==> config.mk <==
export PLATFORM = sky130hd
export DESIGN_NAME = even_odd_sequence_gen
export DESIGN_NICKNAME = d
export VERILOG_FILES = /design/src/rtl/even_odd_sequence_gen.sv
export SDC_FILE = /design/constraint.sdc
export NUM_CORES = 1
export LEC_CHECK = 0
export ABC_AREA = 0
export CAP_MARGIN = 20
export CORE_UTILIZATION = 51
export DETAILED_ROUTE_END_ITERATION = 10
export PLACE_DENSITY = 0.82
export SLEW_MARGIN = 30
export SYNTH_ARGS = -nofsm -noshare
export SYNTH_HDL_FRONTEND = slang
export SYNTH_SLANG_ARGS = --single-unit
==> constraint.sdc <==
create_clock -name clk -period 3 [get_ports clk]
set_input_delay 0.6 -clock clk [delete_from_list [all_inputs] [get_ports clk]]
set_output_delay 0.6 -clock clk [all_outputs]
set_load 0.01 [all_outputs]
==> src/rtl/even_odd_sequence_gen.sv <==
// Source-side stream generator: emits a run of all-even or all-odd numbers
// over a valid/ready handshake, with a parity flag (1 = EVEN) on every word.
module even_odd_sequence_gen #(
  parameter int unsigned WIDTH   = 4,
  parameter int unsigned COUNT_W = 5
) (
  input  logic               clk,
  input  logic               rst,
  input  logic               start,
  input  logic               odd_sel,
  input  logic [WIDTH-1:0]   start_val,
  input  logic [COUNT_W-1:0] run_len,
  output logic               out_valid,
  input  logic               out_ready,
  output logic [WIDTH-1:0]   out_number,
  output logic               out_even,
  output logic               busy,
  output logic               done
);

  typedef enum logic [1:0] {
    IDLE = 2'd0,
    RUN  = 2'd1,
    FIN  = 2'd2
  } state_t;

  state_t             state_q, state_d;
  logic               out_valid_q, out_valid_d;
  logic [WIDTH-1:0]   out_number_q, out_number_d;
  logic               out_even_q, out_even_d;
  logic               busy_q, busy_d;
  logic [COUNT_W-1:0] remaining_q, remaining_d;

  always_comb begin
    state_d      = state_q;
    out_valid_d  = out_valid_q;
    out_number_d = out_number_q;
    out_even_d   = out_even_q;
    busy_d       = busy_q;
    remaining_d  = remaining_q;

    case (state_q)
      IDLE: begin
        if (start) begin
          busy_d = 1'b1;
          if (run_len != '0) begin
            state_d      = RUN;
            out_number_d = {start_val[WIDTH-1:1], odd_sel};
            out_even_d   = ~odd_sel;
            out_valid_d  = 1'b1;
            remaining_d  = run_len;
          end else begin
            state_d = FIN;
          end
        end
      end
      RUN: begin
        if (out_valid_q && out_ready) begin
          if (remaining_q > COUNT_W'(1)) begin
            // +2 keeps the LSB, so parity survives the modulo wrap
            out_number_d = out_number_q + WIDTH'(2);
            out_even_d   = ~out_number_d[0];
            remaining_d  = remaining_q - COUNT_W'(1);
          end else begin
            state_d     = FIN;
            out_valid_d = 1'b0;
            remaining_d = '0;
          end
        end
      end
      FIN: begin
        state_d = IDLE;
        busy_d  = 1'b0;
      end
      default: begin
        state_d = IDLE;
      end
    endcase
  end

  always_ff @(posedge clk or posedge rst) begin
    if (rst) begin
      state_q      <= IDLE;
      out_valid_q  <= 1'b0;
      out_number_q <= '0;
      out_even_q   <= 1'b1;
      busy_q       <= 1'b0;
      remaining_q  <= '0;
    end else begin
      state_q      <= state_d;
      out_valid_q  <= out_valid_d;
      out_number_q <= out_number_d;
      out_even_q   <= out_even_d;
      busy_q       <= busy_d;
      remaining_q  <= remaining_d;
    end
  end

  assign out_valid  = out_valid_q;
  assign out_number = out_number_q;
  assign out_even   = out_even_q;
  assign busy       = busy_q;
  assign done       = (state_q == FIN);

endmodule

==> flow_metrics.tcl <==
set metrics [dict create \
    outcome "complete, no violations" \
    drc 0 \
    dominant_register_cell_in_the_synthesized_netlist "sky130_fd_sc_hd__dfrtp_1" \
    vias 781 \
    finish.net_count 128 \
    max-clock-path-buffers 2 \
    synthesis.instances 88 \
    yosysUniqueCellTypes 40 \
    vdd.ir_drop.worst_mv 0.755 \
    cp_data_arrival_time_ns 2.56 \
    clk_root_buffer_cell "sky130_fd_sc_hd__clkbuf_4" \
    num_rows 14 \
    cts_setup_buffers 0 \
    ant_nets 0 \
    setup.worst_path.start_class "input port" \
    power_leakage_uw 0.000479 \
    timing.final.setup_violations 0 \
    n_antenna_cell 0 \
    layout-area-overhead-vs-synth_pct 28.3 \
    n_fill_cell 130 \
    critPathKind "input port to flop" \
    netlist_area_um2 857 \
    cts.htree.levels 1 \
    drt_first_pass_iters 4 \
    layout_min_cycle_time_ns 2.39 \
    skew_ns 0.000589 \
    synthesis.nets 105 \
    synth_edf_count 0 \
    placed_cells 122 \
    grt_setup_unrepaired "no" \
    coreArea_um2 1540 \
    die_width_um 43.0 \
    grt_use_total 0.224 \
    floorplan.initialDensity 0.556 \
    ys_async_sr_fraction 1.00 \
    crit_required_ns 3.16 \
    hold_viol 0 \
    grt_pass1_vias 691 \
    cp_top_family "simple AND/OR/NAND/NOR gates" \
    io-pin-count 22 \
    numClockSinks 14 \
    relSlewSlack 0.638 \
    path_clk_slew_ns 0.08 \
    hold_buffers 0 \
    port-buffer-count 20 \
    placedInstanceArea_um2 1060 \
    critPathMaxStageDelay_ns 0.54 \
    end_kind "flop" \
    clock_buffer_count_from_cts 3 \
    synth_seq_cells 14 \
    synth-warning-count 0 \
    finalMaxSlewViolations 0 \
    synth_area_per_cell_um2 9.74 \
    max_cap_violations 0 \
    global_route_wire_length_before_repair_um 3050 \
    grt_antenna_before_repair 0 \
    final_hold_slack_ns 0.516 \
    dieHeight_um 43.0 \
    tritoncts "yes" \
    avgViaCountPerCell 6.20 \
    tightestPinTransition_ns 0.544 \
    crit_buf_inv 1 \
    grt_overflow 0 \
    setup_tns_ns 0 \
    total_power_uw 1150 \
    worst_path_max_delay_cell "sky130_fd_sc_hd__or4_4" \
    place_congestion 0.860 \
    yosysSeqAreaShare 0.410 \
    drive_gt1_frac 0.136 \
    max_clock_freq_ghz 0.418 \
    min_path_type "flop to flop" \
    timing.critical_path.fanout_max 11 \
    drt-wirelength-per-cell_um 15.4 \
    final.period_utilization 0.798 \
    timing.critical_path.cells "clkdlybuf4s50_1 -> or4_4 -> or3_4 -> nand3_1 -> mux2_2" \
    final_area_um2 1100 \
    pwr_density_cell_nw_per_um2 1040 \
    stdcell_count 126 \
    routed_wirelength_um 1940 \
    clock_insertion_delay_at_the_later_pin_of_the_skew_report_ns 0.27 \
    post_cts_resize_count 0 \
    maximum_number_of_pins_on_one_net_before_global_route_repair 15 \
    dieArea_um2 1850 \
    detailedRoute.firstIterationViolations 19 \
    place_hpwl_um 1410 \
]
[power by group]
group | leakage, µW | internal (µW) | switching (µW)
clock | 0.0000210 | 73.7 | 56.5
combinational | 0.000300 | 327 | 304
sequential | 0.000158 | 289 | 97.9
total | 0.000479 | 689 | 458
[state kept, by name, summed over array words and instances, names as in the netlist]
name         cells
out_even         1
out_valid        1
busy             1
out_number       4
remaining_q      5
state_q          2
[cell type report]
class | count | area, µm² | share of cell area
inverter | 8 | 30.0 | 0.0273
tap | 16 | 20.0 | 0.0182
clock buffer | 4 | 36.3 | 0.0330
sequential | 14 | 352 | 0.320
timing repair buffer | 21 | 208 | 0.189
multi-input combinational | 63 | 454 | 0.413
[cells by family after synthesis]
kind of cell,share of synthesized area
simple gates,0.234
compound gates,0.201
flops,0.410
buf+inv,0.0599
mux,0.0511
fa+ha+maj,0.0438
[layout by cell type (no fill, tap or decap), drive strengths merged, types with 2 or more instances in the layout]
| cell | instances |
|---|---|
| clkbuf | 4 |
| o21bai | 2 |
| ha | 3 |
| and2 | 2 |
| and3 | 2 |
| inv | 8 |
| a21o | 2 |
| nand2 | 5 |
| nand3 | 3 |
| nor2b | 3 |
| mux2 | 3 |
| nor3b | 2 |
| clkdlybuf4s50 | 20 |
| nor2 | 5 |
| a32oi | 2 |
| o211ai | 3 |
| dfrtp | 13 |
| a21oi | 4 |
| nand4 | 3 |
[synth_stat cells, drive strengths merged, types with 3 or more instances]
library cell | count | area share
nor2 | 5 | 0.022
nand3 | 3 | 0.018
a21oi | 4 | 0.023
mux2 | 3 | 0.039
buf | 3 | 0.025
nand2 | 5 | 0.022
inv | 8 | 0.035
nor2b | 3 | 0.022
ha | 3 | 0.044
o211ai | 3 | 0.026
nand4 | 3 | 0.022
dfrtp | 13 | 0.38
[metrics by stage]
step / utilization / setup WS, ns
floorplan: - / 0.835
global placement: 0.690 / 0.391
detailed placement: 0.690 / 0.360
CTS: 0.713 / 0.638
global route: 0.713 / 0.602
finish: 0.713 / 0.606
[path summary, 6_finish.rpt]
check / depth (start not counted) / slack [ns] / end / startpoint
hold reg to reg: 2 / 0.52 / busy / busy
min in group asynchronous: 2 / 0.67 / out_number[2] / rst
hold / removal: 2 / 0.52 / busy / busy
setup / recovery: 5 / 0.61 / out_number[2] / run_len[2]
max in group asynchronous: 2 / 1.97 / out_even / rst
setup reg to reg: 6 / 1.20 / remaining_q[3] / remaining_q[1]
[per-layer routing]
| metal | global-route usage | vias to the layer above | part of all wire |
|---|---|---|---|
| met2 | 0.367 | 28 | 0.48 |
| met3 | 0.0638 | 2 | 0.057 |
| met1 | 0.300 | 380 | 0.46 |
| li1 | - | 371 | - |
| met5 | 0 | - | 0 |
| met4 | 0.0364 | 0 | 0.0057 |
[worst reg2reg max path, stage by stage, from the launching register on]
cell                       delay (ns)
sky130_fd_sc_hd__dfrtp_1         0.42
sky130_fd_sc_hd__inv_1           0.09
sky130_fd_sc_hd__ha_1            0.19
sky130_fd_sc_hd__o21bai_1        0.19
sky130_fd_sc_hd__a21oi_1         0.46
sky130_fd_sc_hd__o311ai_0        0.25
sky130_fd_sc_hd__o211ai_1        0.12
Note: power is estimated with default switching activity, not from simulation.
